**config.mk**
```make
export PLATFORM = sky130hd
export DESIGN_NAME = seg_pipe_accum_flat
export DESIGN_NICKNAME = d
export VERILOG_FILES = /design/src/rtl/ddsm_pkg.sv /design/src/rtl/seg_pipe_accum_if.sv /design/src/rtl/seg_add_stage.sv /design/src/rtl/seg_pipe_accum.sv /design/src/flat_wrapper.sv
export SDC_FILE = /design/constraint.sdc
export NUM_CORES = 1
export LEC_CHECK = 0
export ABC_CLOCK_PERIOD_IN_PS = 3400
export CAP_MARGIN = 20
export CORE_ASPECT_RATIO = 0.9
export CORE_UTILIZATION = 50
export DETAILED_ROUTE_END_ITERATION = 16
export HOLD_SLACK_MARGIN = 0.15
export PLACE_DENSITY = 0.92
export REMOVE_ABC_BUFFERS = 1
export SYNTH_ARGS = -nofsm -noshare
export SYNTH_HDL_FRONTEND = slang
export SYNTH_SLANG_ARGS = --single-unit
```
**constraint.sdc**
```tcl
create_clock -name i_clk -period 3.4 [get_ports i_clk]
set_clock_uncertainty 0.05 [all_clocks]
set_input_delay 0.51 -clock i_clk [delete_from_list [all_inputs] [get_ports i_clk]]
set_output_delay 0.51 -clock i_clk [all_outputs]
set_load 0.005 [all_outputs]
```
**src/rtl/ddsm_pkg.sv**
```systemverilog
// Shared constants and types for the segmented EFM1 accumulator.
package ddsm_pkg;

   localparam int unsigned P_INPUT_WIDTH = 6;
   localparam int unsigned SEG_NUM       = 4;
   localparam int unsigned SEG_W         = P_INPUT_WIDTH;
   localparam int unsigned WORD_W        = SEG_NUM * SEG_W;

   // Arrival skew of each segment relative to the LSB segment, in cycles
   localparam int unsigned SKEW_LSB  = 0;
   localparam int unsigned SKEW_ISB2 = 1;
   localparam int unsigned SKEW_ISB1 = 2;
   localparam int unsigned SKEW_MSB  = 3;

   typedef logic [SEG_W-1:0] seg_t;

endpackage : ddsm_pkg

```
**src/rtl/seg_pipe_accum_if.sv**
```systemverilog
// Skewed segment input bus and residue/carry output bus of the accumulator.
interface seg_pipe_accum_if;
   import ddsm_pkg::*;

   logic i_valid;
   logic i_dither;
   seg_t i_lsb;
   seg_t i_isb2;
   seg_t i_isb1;
   seg_t i_msb;
   logic o_carry;
   logic o_valid;
   seg_t o_res_lsb;
   seg_t o_res_isb2;
   seg_t o_res_isb1;
   seg_t o_res_msb;

   modport master (
      output i_valid, i_dither, i_lsb, i_isb2, i_isb1, i_msb,
      input  o_carry, o_valid, o_res_lsb, o_res_isb2, o_res_isb1, o_res_msb
   );

   modport slave (
      input  i_valid, i_dither, i_lsb, i_isb2, i_isb1, i_msb,
      output o_carry, o_valid, o_res_lsb, o_res_isb2, o_res_isb1, o_res_msb
   );

endinterface : seg_pipe_accum_if

```
**src/rtl/seg_add_stage.sv**
```systemverilog
// One segment of the accumulator: registered P-bit residue plus registered carry-out.
module seg_add_stage #(
   parameter int unsigned P_W = 6
) (
   input  logic           i_clk,
   input  logic           i_rst,
   input  logic           i_valid,
   input  logic           i_cin,
   input  logic [P_W-1:0] i_seg,
   output logic [P_W-1:0] o_acc,
   output logic           o_carry
);

   localparam int unsigned SUM_W = P_W + 1;

   logic [P_W-1:0] r_acc;
   logic           r_carry;
   logic [P_W:0]   w_sum;

   // Residue + segment + carry-in, widened by one bit to expose the carry
   assign w_sum = SUM_W'(r_acc) + SUM_W'(i_seg) + SUM_W'(i_cin);

   // Accumulate on valid; a bubble holds the residue and emits no carry
   always_ff @(posedge i_clk or posedge i_rst) begin
      if (i_rst) begin
         r_acc   <= '0;
         r_carry <= 1'b0;
      end else if (i_valid) begin
         r_acc   <= w_sum[P_W-1:0];
         r_carry <= w_sum[P_W];
      end else begin
         r_carry <= 1'b0;
      end
   end

   assign o_acc   = r_acc;
   assign o_carry = r_carry;

endmodule : seg_add_stage

```
**src/rtl/seg_pipe_accum.sv**
```systemverilog
// Pipelined segmented first-order error-feedback accumulator; one segment per cycle.
module seg_pipe_accum
   import ddsm_pkg::*;
(
   input  logic              i_clk,
   input  logic              i_rst,
   seg_pipe_accum_if.slave   bus
);

   logic [SEG_NUM-1:0] w_vld;
   logic [SEG_NUM-1:0] w_cin;
   logic [SEG_NUM-1:0] w_cout;
   seg_t               w_seg [SEG_NUM];
   seg_t               w_acc [SEG_NUM];
   logic [SEG_NUM-1:1] r_vpipe;
   logic               r_vout;

   // Valid follows the sample down the skew so every segment sees the same gating
   always_ff @(posedge i_clk or posedge i_rst) begin
      if (i_rst) begin
         r_vpipe <= '0;
         r_vout  <= 1'b0;
      end else begin
         r_vpipe <= {r_vpipe[SEG_NUM-2:1], bus.i_valid};
         r_vout  <= r_vpipe[SEG_NUM-1];
      end
   end

   assign w_vld[0]           = bus.i_valid;
   assign w_vld[SEG_NUM-1:1] = r_vpipe;

   assign w_seg[SKEW_LSB]  = bus.i_lsb;
   assign w_seg[SKEW_ISB2] = bus.i_isb2;
   assign w_seg[SKEW_ISB1] = bus.i_isb1;
   assign w_seg[SKEW_MSB]  = bus.i_msb;

   // LSB carry-in is the external dither; higher segments take the previous stage's carry
   assign w_cin[0] = bus.i_dither;

   // One registered adder per segment, chained through the carry registers
   for (genvar k = 0; k < int'(SEG_NUM); k++) begin : g_stage
      if (k > 0) begin : g_chain
         assign w_cin[k] = w_cout[k-1];
      end
      seg_add_stage #(.P_W(SEG_W)) u_stage (
         .i_clk   (i_clk),
         .i_rst   (i_rst),
         .i_valid (w_vld[k]),
         .i_cin   (w_cin[k]),
         .i_seg   (w_seg[k]),
         .o_acc   (w_acc[k]),
         .o_carry (w_cout[k])
      );
   end

   assign bus.o_res_lsb  = w_acc[SKEW_LSB];
   assign bus.o_res_isb2 = w_acc[SKEW_ISB2];
   assign bus.o_res_isb1 = w_acc[SKEW_ISB1];
   assign bus.o_res_msb  = w_acc[SKEW_MSB];
   assign bus.o_carry    = w_cout[SEG_NUM-1];
   assign bus.o_valid    = r_vout;

endmodule : seg_pipe_accum

```
**src/flat_wrapper.sv**
```systemverilog
// flat-port wrapper written by rule: the top's interface ports become plain ports
module seg_pipe_accum_flat import ddsm_pkg::*;
  (i_clk, i_rst, bus_i_valid, bus_i_dither, bus_i_lsb, bus_i_isb2, bus_i_isb1, bus_i_msb, bus_o_carry, bus_o_valid, bus_o_res_lsb, bus_o_res_isb2, bus_o_res_isb1, bus_o_res_msb);
  seg_pipe_accum_if bus_i ();
  input  logic i_clk;
  input  logic i_rst;
  input wire logic [$bits(bus_i.i_valid)-1:0] bus_i_valid;
  input wire logic [$bits(bus_i.i_dither)-1:0] bus_i_dither;
  input wire logic [$bits(bus_i.i_lsb)-1:0] bus_i_lsb;
  input wire logic [$bits(bus_i.i_isb2)-1:0] bus_i_isb2;
  input wire logic [$bits(bus_i.i_isb1)-1:0] bus_i_isb1;
  input wire logic [$bits(bus_i.i_msb)-1:0] bus_i_msb;
  output wire logic [$bits(bus_i.o_carry)-1:0] bus_o_carry;
  output wire logic [$bits(bus_i.o_valid)-1:0] bus_o_valid;
  output wire logic [$bits(bus_i.o_res_lsb)-1:0] bus_o_res_lsb;
  output wire logic [$bits(bus_i.o_res_isb2)-1:0] bus_o_res_isb2;
  output wire logic [$bits(bus_i.o_res_isb1)-1:0] bus_o_res_isb1;
  output wire logic [$bits(bus_i.o_res_msb)-1:0] bus_o_res_msb;
  assign bus_i.i_valid = bus_i_valid;
  assign bus_i.i_dither = bus_i_dither;
  assign bus_i.i_lsb = bus_i_lsb;
  assign bus_i.i_isb2 = bus_i_isb2;
  assign bus_i.i_isb1 = bus_i_isb1;
  assign bus_i.i_msb = bus_i_msb;
  assign bus_o_carry = bus_i.o_carry;
  assign bus_o_valid = bus_i.o_valid;
  assign bus_o_res_lsb = bus_i.o_res_lsb;
  assign bus_o_res_isb2 = bus_i.o_res_isb2;
  assign bus_o_res_isb1 = bus_i.o_res_isb1;
  assign bus_o_res_msb = bus_i.o_res_msb;
  seg_pipe_accum u_core (.i_clk(i_clk), .i_rst(i_rst), .bus(bus_i));
endmodule
```
Yosys cells after proc, flatten, opt, wreduce, memory -nomap -nowiden
Cells that the tools add are included.
- add/sub/neg operators: 8
- muxes and demuxes: 4
- operator list (operator ; count):
    6-bit by 6-bit adder with 7-bit output ; 4
    7-bit by 1-bit adder with 7-bit output ; 4
    1-bit 2-to-1 mux ; 4
- bits in registers: 32
- input port bits: 28
- output and inout port bits: 26

Longest topological paths before layout
Gate-level depths: netlist of run 1.
- word-level depth: 3
- gate-level depth with buffers: 8
- depth with buffers taken out: 8

Modules after synthesis
A second synthesis of run 1 with hierarchy kept.
- cells, all modules: 202
- area, all modules: 2070.7 um2
- by module, submodules not included (module ; times used ; cells each ; area each (um2)):
    seg_add_stage (u_core.g_stage[0].u_stage ...) ; 3 ; 49 ; 491.7
    seg_add_stage (u_core.g_stage[1].u_stage) ; 1 ; 50 ; 491.7
    seg_pipe_accum ; 1 ; 5 ; 103.8

Least setup slack after synthesis of run 1
No wires, ideal clock.
- kind: input to register
- start point: input bus_i_isb2[0]
- end point: register u_core.g_stage[1].u_stage.r_acc[4]
- arrival: 1891 ps
- required time: 3230 ps
- slack: 1339 ps
- cell stages on the path: 7
- buffers on the path: 0
- path through: fa_1 -> inv_1 -> fa_1 -> nor2b_1 -> o21a_1 -> or3_1 -> a31o_1
- cells in the longest elaborated chain, start to end: 2
- ends and longest elaborated chain (element ; line ; RTL):
    from (decl) ; flat_wrapper.sv:10 ; input wire logic [$bits(bus_i.i_isb2)-1:0] bus_i_isb2;
    6-bit by 6-bit adder with 7-bit output ; seg_add_stage.sv:21 ; assign w_sum = SUM_W'(r_acc) + SUM_W'(i_seg) + SUM_W'(i_cin);
    7-bit by 1-bit adder with 7-bit output ; seg_add_stage.sv:21 ;
    to (signal assigned) ; seg_add_stage.sv:29 ; r_acc <= w_sum[P_W-1:0];
    to (decl) ; seg_add_stage.sv:16 ; logic [P_W-1:0] r_acc;
Every way passes these cells.
A chain may end at the register's enable or synchronous reset.

Worst setup path in the final report of run 1
Ends and elaborated chain as after synthesis.

==> metrics.txt, run 1 <==
Leak=1.21 nW; Min Hold Slack=488 ps; HP Class=reg -> reg; clk sinks=32; 1st-iter DRT viols=59; outcome=finished, final reports clean; Power Density=854 nW/µm²; cell repeated most along the worst path=fa_1; most frequent cells in the layout=clkdlybuf4s50_1, dfrtp_1, a21oi_1, ha_1, inv_1; max incr delay on CP=450 ps; GP Congestion=0.786; setup TNS=0 ps; largest net degree at the start of global routing=33; grt total ovfl=0; die height=62.1 µm; # rows=21; slowest CP cell=fa_1; Mapped Avg Cell Area=10.6 µm²; count of cell types in the netlist=34; final hold viol count=0; post-cts sizing count=0; vias per inst=5.48; WL final=4180 µm; Area Growth Syn to Fin=33.5%; Wirelength per Cell=14.2 µm; WP data required=3530 ps; DP HPWL=3160 µm; Nets=304; Yosys Warn Count=0; clock slew seen by the registers of the worst setup and hold paths=60 ps; DRT Pass-1 Iters=4; Clock Path Buffers=2; Setup Viol. Count Final=0; Crit Path Class=in -> reg; layout cells sized above 1=7.63%; die area=4270 µm²; fillers=291; final slew viol count=0; Max Fclk=0.426 GHz; Root Driver=clkbuf_8; # diodes=0; Port Buf Inserts=53; Vias=1616; Seq/Total Area, Yosys=39.9%; RSZ-0062 raised after global routing=false; CTS tree=built; Worst Tran Pin Value=408 ps; core area=3780 µm²; Post-Syn Area=2010 µm²; Arrival @ worst endpoint=2480 ps; Slew HR=72.8%; Cell Count, Final, Fillers Out=295; gr usage total=22.9%; crit path cell chain=clkdlybuf4s50_1 > fa_1 > inv_1 > fa_1 > nor2b_1 > o21a_1 > or3_1 > a31o_1; H-tree levels=2; Placed Cells=287; Post-synth EDFFs=0; period utilization=69.1%; Post-CTS Setup Bufs=0; Multi-input gate area=1120 µm²; CTS buffer count=5; drt drc=0; Top FF cell, synth=dfrtp_1; Worst Setup End Kind=register; antenna violations before repair=0; Reg area=801 µm²; Post-CTS Hold Buffers=0; CP Max Fanout=3; Die Wd=68.8 µm; effective utilization at floorplan=53.1%; Yosys reg bits=32; Worst VDD drop=0.553 mV; CP startpoint kind=input port; io pins=54; vias in the first global route=1625; Post-synth ARST share=100%; Worst-Skew Late Latency=290 ps; post-synthesis cell count=190; maxcap violations=0; commonest non-fill, non-tap cell in the layout=clkdlybuf4s50_1; Final min period=2350 ps; DRT antenna net count=0; first-pass GRT wire length=7200 µm
## kinds of logic (layout without fill, tap and decap cells)
family	count (synthesis)	count (layout)	share of synthesized area, %
AO/OA/AOI/OAI	54	54	17.4
XOR/XNOR	8	8	3.49
adder cells (fa/ha/maj)	28	28	20.4
buffers and inverters	23	82	4.42
flip-flops	32	32	39.9
multiplexers	10	10	5.55
AND/OR/NAND/NOR	35	35	8.85
## through the flow
stage	cell area, µm²	total power, mW	utilization [%]	setup WS, ps
global route	2680	2.49	70.8	944
global placement	2590	1.91	68.5	845
detailed placement	2590	1.98	68.5	787
CTS	2680	2.30	70.8	1070
finish	2680	2.29	70.8	1050
floorplan	1990	1.46	-	1340
## sequential cells by signal, summed over array words and instances, names as in the netlist
name	cells
u_core.bus.o_valid	1
u_core.g_stage.u_stage.o_acc	24
u_core.g_stage.u_stage.o_carry	4
u_core.r_vpipe	3
## where the power goes
part / switching, mW / internal [mW]
Sequential: 0.147 / 0.549
Clock: 0.140 / 0.165
Combinational: 0.549 / 0.739
## metal layers
layer,part of all wire [%],wire length [µm],track usage (%),vias to the layer above
met5,0,0,0,-
met4,1.3,53,8.93,0
met3,5.5,228,6.07,7
met2,50,2090,37.6,47
met1,43,1810,27.9,765
li1,-,-,-,797
## worst max-delay path: cells and delay by family
family	cells	cell delay (ps)
adders and majority gates	2	660
buffers and inverters	2	530
AOI/OAI and AO/OA	2	400
and+or+nand+nor	2	360
## layout make-up
cell class / count / share of cell area, %
clock buffer: 8 / 3.36
inverter: 20 / 2.80
multi-input combinational: 135 / 41.7
sequential: 32 / 29.9
tap: 46 / 2.15
timing repair buffer: 54 / 20.1
## final timing paths
path | start | end | slack, ps | cells past startpoint
max | bus_i_isb2[0] | u_core.g_stage[1].u_stage.o_acc[4]$_DFFE_PP0P_ | 1050 | 8
min | u_core.g_stage[2].u_stage.o_acc[5]$_DFFE_PP0P_ | u_core.g_stage[2].u_stage.o_acc[5]$_DFFE_PP0P_ | 490 | 2
max reg2reg | u_core.g_stage[1].u_stage.o_acc[0]$_DFFE_PP0P_ | u_core.g_stage[1].u_stage.o_acc[4]$_DFFE_PP0P_ | 1280 | 7
min reg2reg | u_core.g_stage[2].u_stage.o_acc[5]$_DFFE_PP0P_ | u_core.g_stage[2].u_stage.o_acc[5]$_DFFE_PP0P_ | 490 | 2
max in group asynchronous | i_rst | u_core.g_stage[0].u_stage.o_acc[2]$_DFFE_PP0P_ | 2440 | 3
min in group asynchronous | i_rst | u_core.bus.o_valid$_DFF_PP0_ | 560 | 3
## cells in the mapped netlist (3+ instances only)
| cell | n | share of area [%] |
|---|---|---|
| o21ai_0 | 8 | 2.0 |
| mux2_2 | 9 | 5.0 |
| nor2b_1 | 6 | 1.9 |
| nor3_1 | 4 | 1.0 |
| inv_1 | 19 | 3.6 |
| o21a_1 | 5 | 1.9 |
| ha_1 | 20 | 12 |
| nand2_1 | 5 | 0.93 |
| xnor2_1 | 7 | 3.1 |
| a21oi_1 | 20 | 5.0 |
| nor2_1 | 10 | 1.9 |
| o211a_1 | 3 | 1.5 |
| dfrtp_1 | 32 | 40 |
| o311ai_0 | 3 | 1.3 |
| o31ai_1 | 6 | 2.2 |
| a21o_1 | 3 | 1.1 |
| fa_1 | 8 | 8.0 |
Note: power is estimated with default switching activity, not from simulation.
==> run 2, diff against run 1 <==
Settings changed: ABC_CLOCK_PERIOD_IN_PS 3400 to 2000, CORE_UTILIZATION 50 to 44, PLACE_DENSITY 0.92 to 0.87.
Clock period 3.4 ns to 2 ns, I/O delays scaled along.
==> run 2 against run 1 <==
The flow now finishes with violations (negative setup slack); die area is 13% higher; worst hold slack lost 130 ps; register-to-register slack got worse by 1300 ps; combinational power grew 94%; total power grew 83%; final cell count up 11%; largest power group unchanged; highest routed layer unchanged.
==> metrics.txt, run 2 (synthesis gave the netlist of run 1 again) <==
clk sinks=32 (unchanged); Nets=321 (+5.6%); HP Class=in -> async; final slew viol count=0 (unchanged); maxcap violations=0 (unchanged); 1st-iter DRT viols=88 (+49%); fillers=321 (+10%); Port Buf Inserts=53 (unchanged); DP HPWL=3190 µm (+0.95%); met3 Track Usage GR=5.64% (-0.43 points); final worst setup slack=-4.85 ps (-1060 ps); M1 GR Usage=23.9% (-4.0 points); GP Congestion=0.891 (+13%); Final Util=68.0% (-2.9 points); CP bufs+invs=1 (-1); Die Wd=73.2 µm (+6.4%); Final min period=2000 ps; vias in the first global route=1628 (+0.18%); DRT Pass-1 Iters=4 (unchanged); cell family with most CP delay=adder cells; H-tree levels=2 (unchanged); Area Growth Syn to Fin=42.6%; Leak=1.29 nW (+6.8%); max incr delay on CP=430 ps (-20 ps); Setup Viol. Count Final=1 (+1); Reg area=801 µm² (unchanged); Worst Setup End Kind=register; antenna violations before repair=0 (unchanged); layout cells sized above 1=19.9% (+12 points); final hold viol count=0 (unchanged); Worst Tran Pin Value=412 ps (+3.91 ps); Worst VDD drop=0.767 mV (+39%); Wirelength per Cell=13.6 µm (-4.0%); cell repeated most along the worst path=fa_2; most frequent cells in the layout=clkdlybuf4s50_1, dfrtp_1, ha_1, buf_4, a21oi_1; GRT busiest layer=met2; Crit Path Class=reg -> reg; grt total ovfl=0 (unchanged); CP Max Fanout=3 (unchanged); core area=4210 µm² (+11%); drt drc=0 (unchanged); Min Hold Slack=355 ps (-132 ps); M2 GR Usage=33.7% (-3.9 points); WL final=4440 µm (+6.1%); largest net degree at the start of global routing=33 (unchanged); Max Fclk=0.499 GHz; # diodes=0 (unchanged); effective utilization at floorplan=47.7% (-5.4 points); CP startpoint kind=register; # rows=22 (+4.8%); CTS buffer count=5 (unchanged); die height=66.1 µm (+6.4%); Cell Count, Final, Fillers Out=326 (+11%); max FFs per register=24 (unchanged); period utilization=100%; crit path cell chain=fa_2 > inv_2 > fa_2 > nor2b_1 > o21a_1 > or3_1 > a31o_1; CTS tree=built; first-pass GRT wire length=7180 µm (-0.29%); clock slew seen by the registers of the worst setup and hold paths=70 ps (about the same); Worst-Skew Late Latency=280 ps (about the same); vias per inst=5.15 (-6.0%); WP data required=2120 ps (-1410 ps); slowest CP cell=fa_2; Multi-input gate area=1150 µm² (+3.1%); gr usage total=19.7% (-3.1 points); Placed Cells=311 (+8.4%); Power Density=1460 nW/µm² (+72%); outcome=finished, violations left; io pins=54 (unchanged); Clock Path Buffers=2 (unchanged); failing checks=negative setup slack; Vias=1678 (+3.8%); RSZ-0062 raised after global routing=true; Slew HR=72.5% (-0.26 points); Post-CTS Hold Buffers=0 (unchanged); commonest non-fill, non-tap cell in the layout=clkdlybuf4s50_1; DRT antenna net count=0 (unchanged); Root Driver=clkbuf_8; Arrival @ worst endpoint=2130 ps (-350 ps); die area=4840 µm² (+13%)
## run 2: cell types whose count changed in the layout (fill, tap and decap cells not counted), sizes merged
cell / change
dlymetal6s2s: +1
buf: +17
clkdlybuf4s50: -1
## run 2: layout make-up
| class | instances | share of cell area (%) |
|---|---|---|
| tap | 60 | 2.62 |
| clock buffer | 8 | 3.15 |
| multi-input combinational | 135 | 40.3 |
| sequential | 32 | 28.0 |
| timing repair buffer | 71 | 23.3 |
| inverter | 20 | 2.62 |
## run 2: layer usage
layer | vias up | share of wire (%)
met1 | 780 | 44
li1 | 829 | -
met2 | 61 | 49
met4 | 0 | 1.3
met3 | 8 | 6.2
met5 | - | 0
## run 2: worst paths after layout
path | startpoint | slack [ps] | cells after the start | end
hold / removal | i_rst | 360 | 3 | u_core.g_stage[1].u_stage.o_acc[1]$_DFFE_PP0P_
setup reg to reg | u_core.g_stage[1].u_stage.o_acc[0]$_DFFE_PP0P_ | -5 | 7 | u_core.g_stage[1].u_stage.o_acc[4]$_DFFE_PP0P_
min in group i_clk | bus_i_dither | 440 | 4 | u_core.g_stage[0].u_stage.o_acc[0]$_DFFE_PP0P_
hold reg to reg | u_core.g_stage[3].u_stage.o_acc[3]$_DFFE_PP0P_ | 490 | 2 | u_core.g_stage[3].u_stage.o_acc[3]$_DFFE_PP0P_
max in group asynchronous | i_rst | 1250 | 3 | u_core.g_stage[2].u_stage.o_acc[2]$_DFFE_PP0P_
setup / recovery | u_core.g_stage[1].u_stage.o_acc[0]$_DFFE_PP0P_ | -5 | 7 | u_core.g_stage[1].u_stage.o_acc[4]$_DFFE_PP0P_
## run 2: repair_timing
action / CTS / global route
pin swaps: 0 / 12
setup endpoints to repair: 3 / 5
resized for setup: 5 / 14
setup buffers: 2 / 5
## run 2: worst min-delay path: stages
cell             delay, ps
clkdlybuf4s50_1        390
inv_1                   50
buf_4                  370
## run 2: power by group
group / switching (mW) / internal [mW] / total [mW]
Combinational: 1.03 / 1.47 / 2.50
Sequential: 0.250 / 0.933 / 1.18
Clock: 0.230 / 0.281 / 0.510
Total: 1.51 / 2.68 / 4.19
## run 2: through the flow
stage	TNS [ps]	power, mW	worst slack, ps	area (µm²)
after floorplan	0	2.48	8.96	1990
after global routing	-142	4.56	-63.8	2860
final	-4.85	4.19	-4.85	2860
after global placement	-2080	3.36	-327	2680
after detailed placement	-2520	3.47	-356	2680
after CTS	-1.87	4.07	-1.87	2800
==> run 3, diff against run 2 <==
Settings changed: CORE_UTILIZATION 44 to 31, PLACE_DENSITY 0.87 to 0.67.
==> run 3 against run 2 <==
The flow now finishes without violations; worst hold slack worse by 110 ps; first-iteration DRC count is 80% lower; final area increased by 1.3%; critical path type unchanged; critical endpoint unchanged; largest power group unchanged.
==> metrics.txt, run 3 (synthesis gave the netlist of run 1 again) <==
Worst Tran Pin Value=387 ps (-25.5 ps); clock slew seen by the registers of the worst setup and hold paths=70 ps (about the same); Post-CTS Hold Buffers=0 (unchanged); final slew viol count=0 (unchanged); worst reg2reg startpoint=u_core.g_stage[1].u_stage.o_acc[0]$_DFFE_PP0P_; # diodes=0 (unchanged); drt drc=0 (unchanged); clock power share=12.9% (+0.7 points); Power Density=1420 nW/µm² (-3.3%); DRT Pass-1 Iters=4 (unchanged); maxcap violations=0 (unchanged); die area=6800 µm² (+41%); CTS buffer count=5 (unchanged); WP data required=2120 ps (about the same); Seq pwr share=28.6% (+0.4 points); DP Worst Slack=-309 ps (+47.2 ps); # rows=27 (+23%); final worst setup slack=55.2 ps (+60.1 ps); Root Driver=clkbuf_8; Cell Count, Final, Fillers Out=353 (+8.3%); Setup crit end=u_core.g_stage[1].u_stage.o_acc[4]$_DFFE_PP0P_; Die Wd=86.8 µm (+19%); RSZ-0062 raised after global routing=true; vias in the first global route=1563 (-4.0%); vias per inst=4.66 (-9.5%); Vias=1645 (-2.0%); r2r setup slk=60 ps (+60 ps); Clock Path Buffers=2 (unchanged); Slew HR=74.2% (+1.7 points); Final min period=1940 ps (-60.1 ps); fillers=576 (+79%); Arrival @ worst endpoint=2070 ps (-60 ps); grt total ovfl=0 (unchanged); Max Fclk=0.514 GHz (+3.1%); Nets=321 (unchanged); switching power=1.45 mW (-3.5%); final hold viol count=0 (unchanged); Worst VDD drop=0.631 mV (-18%); H-tree levels=2 (unchanged); CP Max Fanout=2 (-1); io pins=54 (unchanged); CP startpoint kind=register; Wirelength per Cell=11.6 µm (-15%); HP Class=in -> async; antenna violations before repair=0 (unchanged); Setup Viol. Count Final=0 (-1); effective utilization at floorplan=32.5% (-15 points); Port Buf Inserts=53 (unchanged); Area Growth Syn to Fin=44.4%; switch share=35.4% (-0.57 points); Crit Path Class=reg -> reg; Worst-Skew Late Latency=280 ps (about the same); DP HPWL=3190 µm (+0.16%); largest net degree at the start of global routing=14 (-58%); Leak=1.29 nW (about the same); first-pass GRT wire length=7040 µm (-1.9%); combinational share of power=58.5% (-1.1 points); layout cells sized above 1=21.1% (+1.1 points); clk sinks=32 (unchanged); Placed Cells=342 (+10%); commonest non-fill, non-tap cell in the layout=clkdlybuf4s50_1; CTS tree=built; WL final=4100 µm (-7.5%); internal cell power=2.65 mW (-1.1%); max FFs per register=24 (unchanged); DRT antenna net count=0 (unchanged); period utilization=97.2% (-3.0 points); core area=6180 µm² (+47%); most frequent cells in the layout=clkdlybuf4s50_1, dfrtp_1, ha_1, a21oi_1, buf_4; die height=78.4 µm (+19%); 1st-iter DRT viols=18 (-80%); GP Congestion=0.793 (-11%); Worst Setup End Kind=register; CP startpoint=u_core.g_stage[1].u_stage.o_acc[0]$_DFFE_PP0P_; outcome=finished, final reports clean; Critical R2R Capture=u_core.g_stage[1].u_stage.o_acc[4]$_DFFE_PP0P_; Reg2Reg Depth=7 (unchanged); gr usage total=13.2% (-6.5 points)
-- run 3: critical path: stages, from the launching register on --
cell     delay (ps)
dfrtp_1         400
fa_2            400
inv_2            70
fa_2            190
nor2b_1          50
o21a_1          170
or3_1           300
a31o_1          200
-- run 3: power groups by stage --
stage / clock network [mW] / registers (mW) / logic, mW
global route: 0.574 / 1.23 / 2.70
global placement: 0 / 1.18 / 2.24
finish: 0.528 / 1.18 / 2.40
floorplan: 0 / 1.17 / 1.31
detailed placement: 0 / 1.19 / 2.29
CTS: 0.546 / 1.18 / 2.32
-- run 3: per-stage QoR --
| step | area, µm² | TNS [ps] | hold slack, ps | total power, mW | util, % |
|---|---|---|---|---|---|
| after floorplan | 1990 | 0 | 281 | 2.48 | - |
| after global placement | 2750 | -2600 | 462 | 3.42 | 44.4 |
| after detailed placement | 2750 | -2750 | 465 | 3.48 | 44.4 |
| after CTS | 2850 | 0 | 267 | 4.05 | 46.0 |
| after global routing | 2900 | -34.1 | 274 | 4.50 | 46.9 |
| final | 2900 | 0 | 242 | 4.11 | 46.9 |
-- run 3: what timing repair did --
action,in CTS,in global routing
setup buffers,0,3
pin swaps,0,12
resized for setup,2,19
setup endpoints to repair,2,5
hold endpoints to repair,0,0
-- run 3: worst min path at each step --
stage,slack [ps],depth (start not counted),endpoint
3_5_place_dp,470,2,u_core.g_stage[0].u_stage.o_acc[3]$_DFFE_PP0P_
4_1_cts,270,2,u_core.r_vpipe[2]$_DFF_PP0_
5_1_grt,270,2,u_core.r_vpipe[2]$_DFF_PP0_
3_3_place_gp,460,2,u_core.g_stage[0].u_stage.o_acc[3]$_DFFE_PP0P_
6_report,240,2,u_core.r_vpipe[2]$_DFF_PP0_
2_1_floorplan,280,0,u_core.r_vpipe[1]$_DFF_PP0_
-- run 3: area by class of cell --
type | count | area (µm²) | area share (%)
Tap cell | 87 | 109 | 3.75
Clock buffer | 6 | 82.6 | 2.85
Timing Repair Buffer | 71 | 666 | 23.0
Multi-Input combinational cell | 135 | 1160 | 39.9
Sequential cell | 32 | 801 | 27.6
Inverter | 20 | 75.1 | 2.59
Clock inverter | 2 | 10.0 | 0.345
-- run 3: routing by layer --
metal	routed length, µm	up-vias	global-route usage (%)
li1	-	831	-
met1	1930	769	17.1
met2	1930	38	21.6
met3	197	7	3.47
met4	51	0	4.00
met5	0	-	0
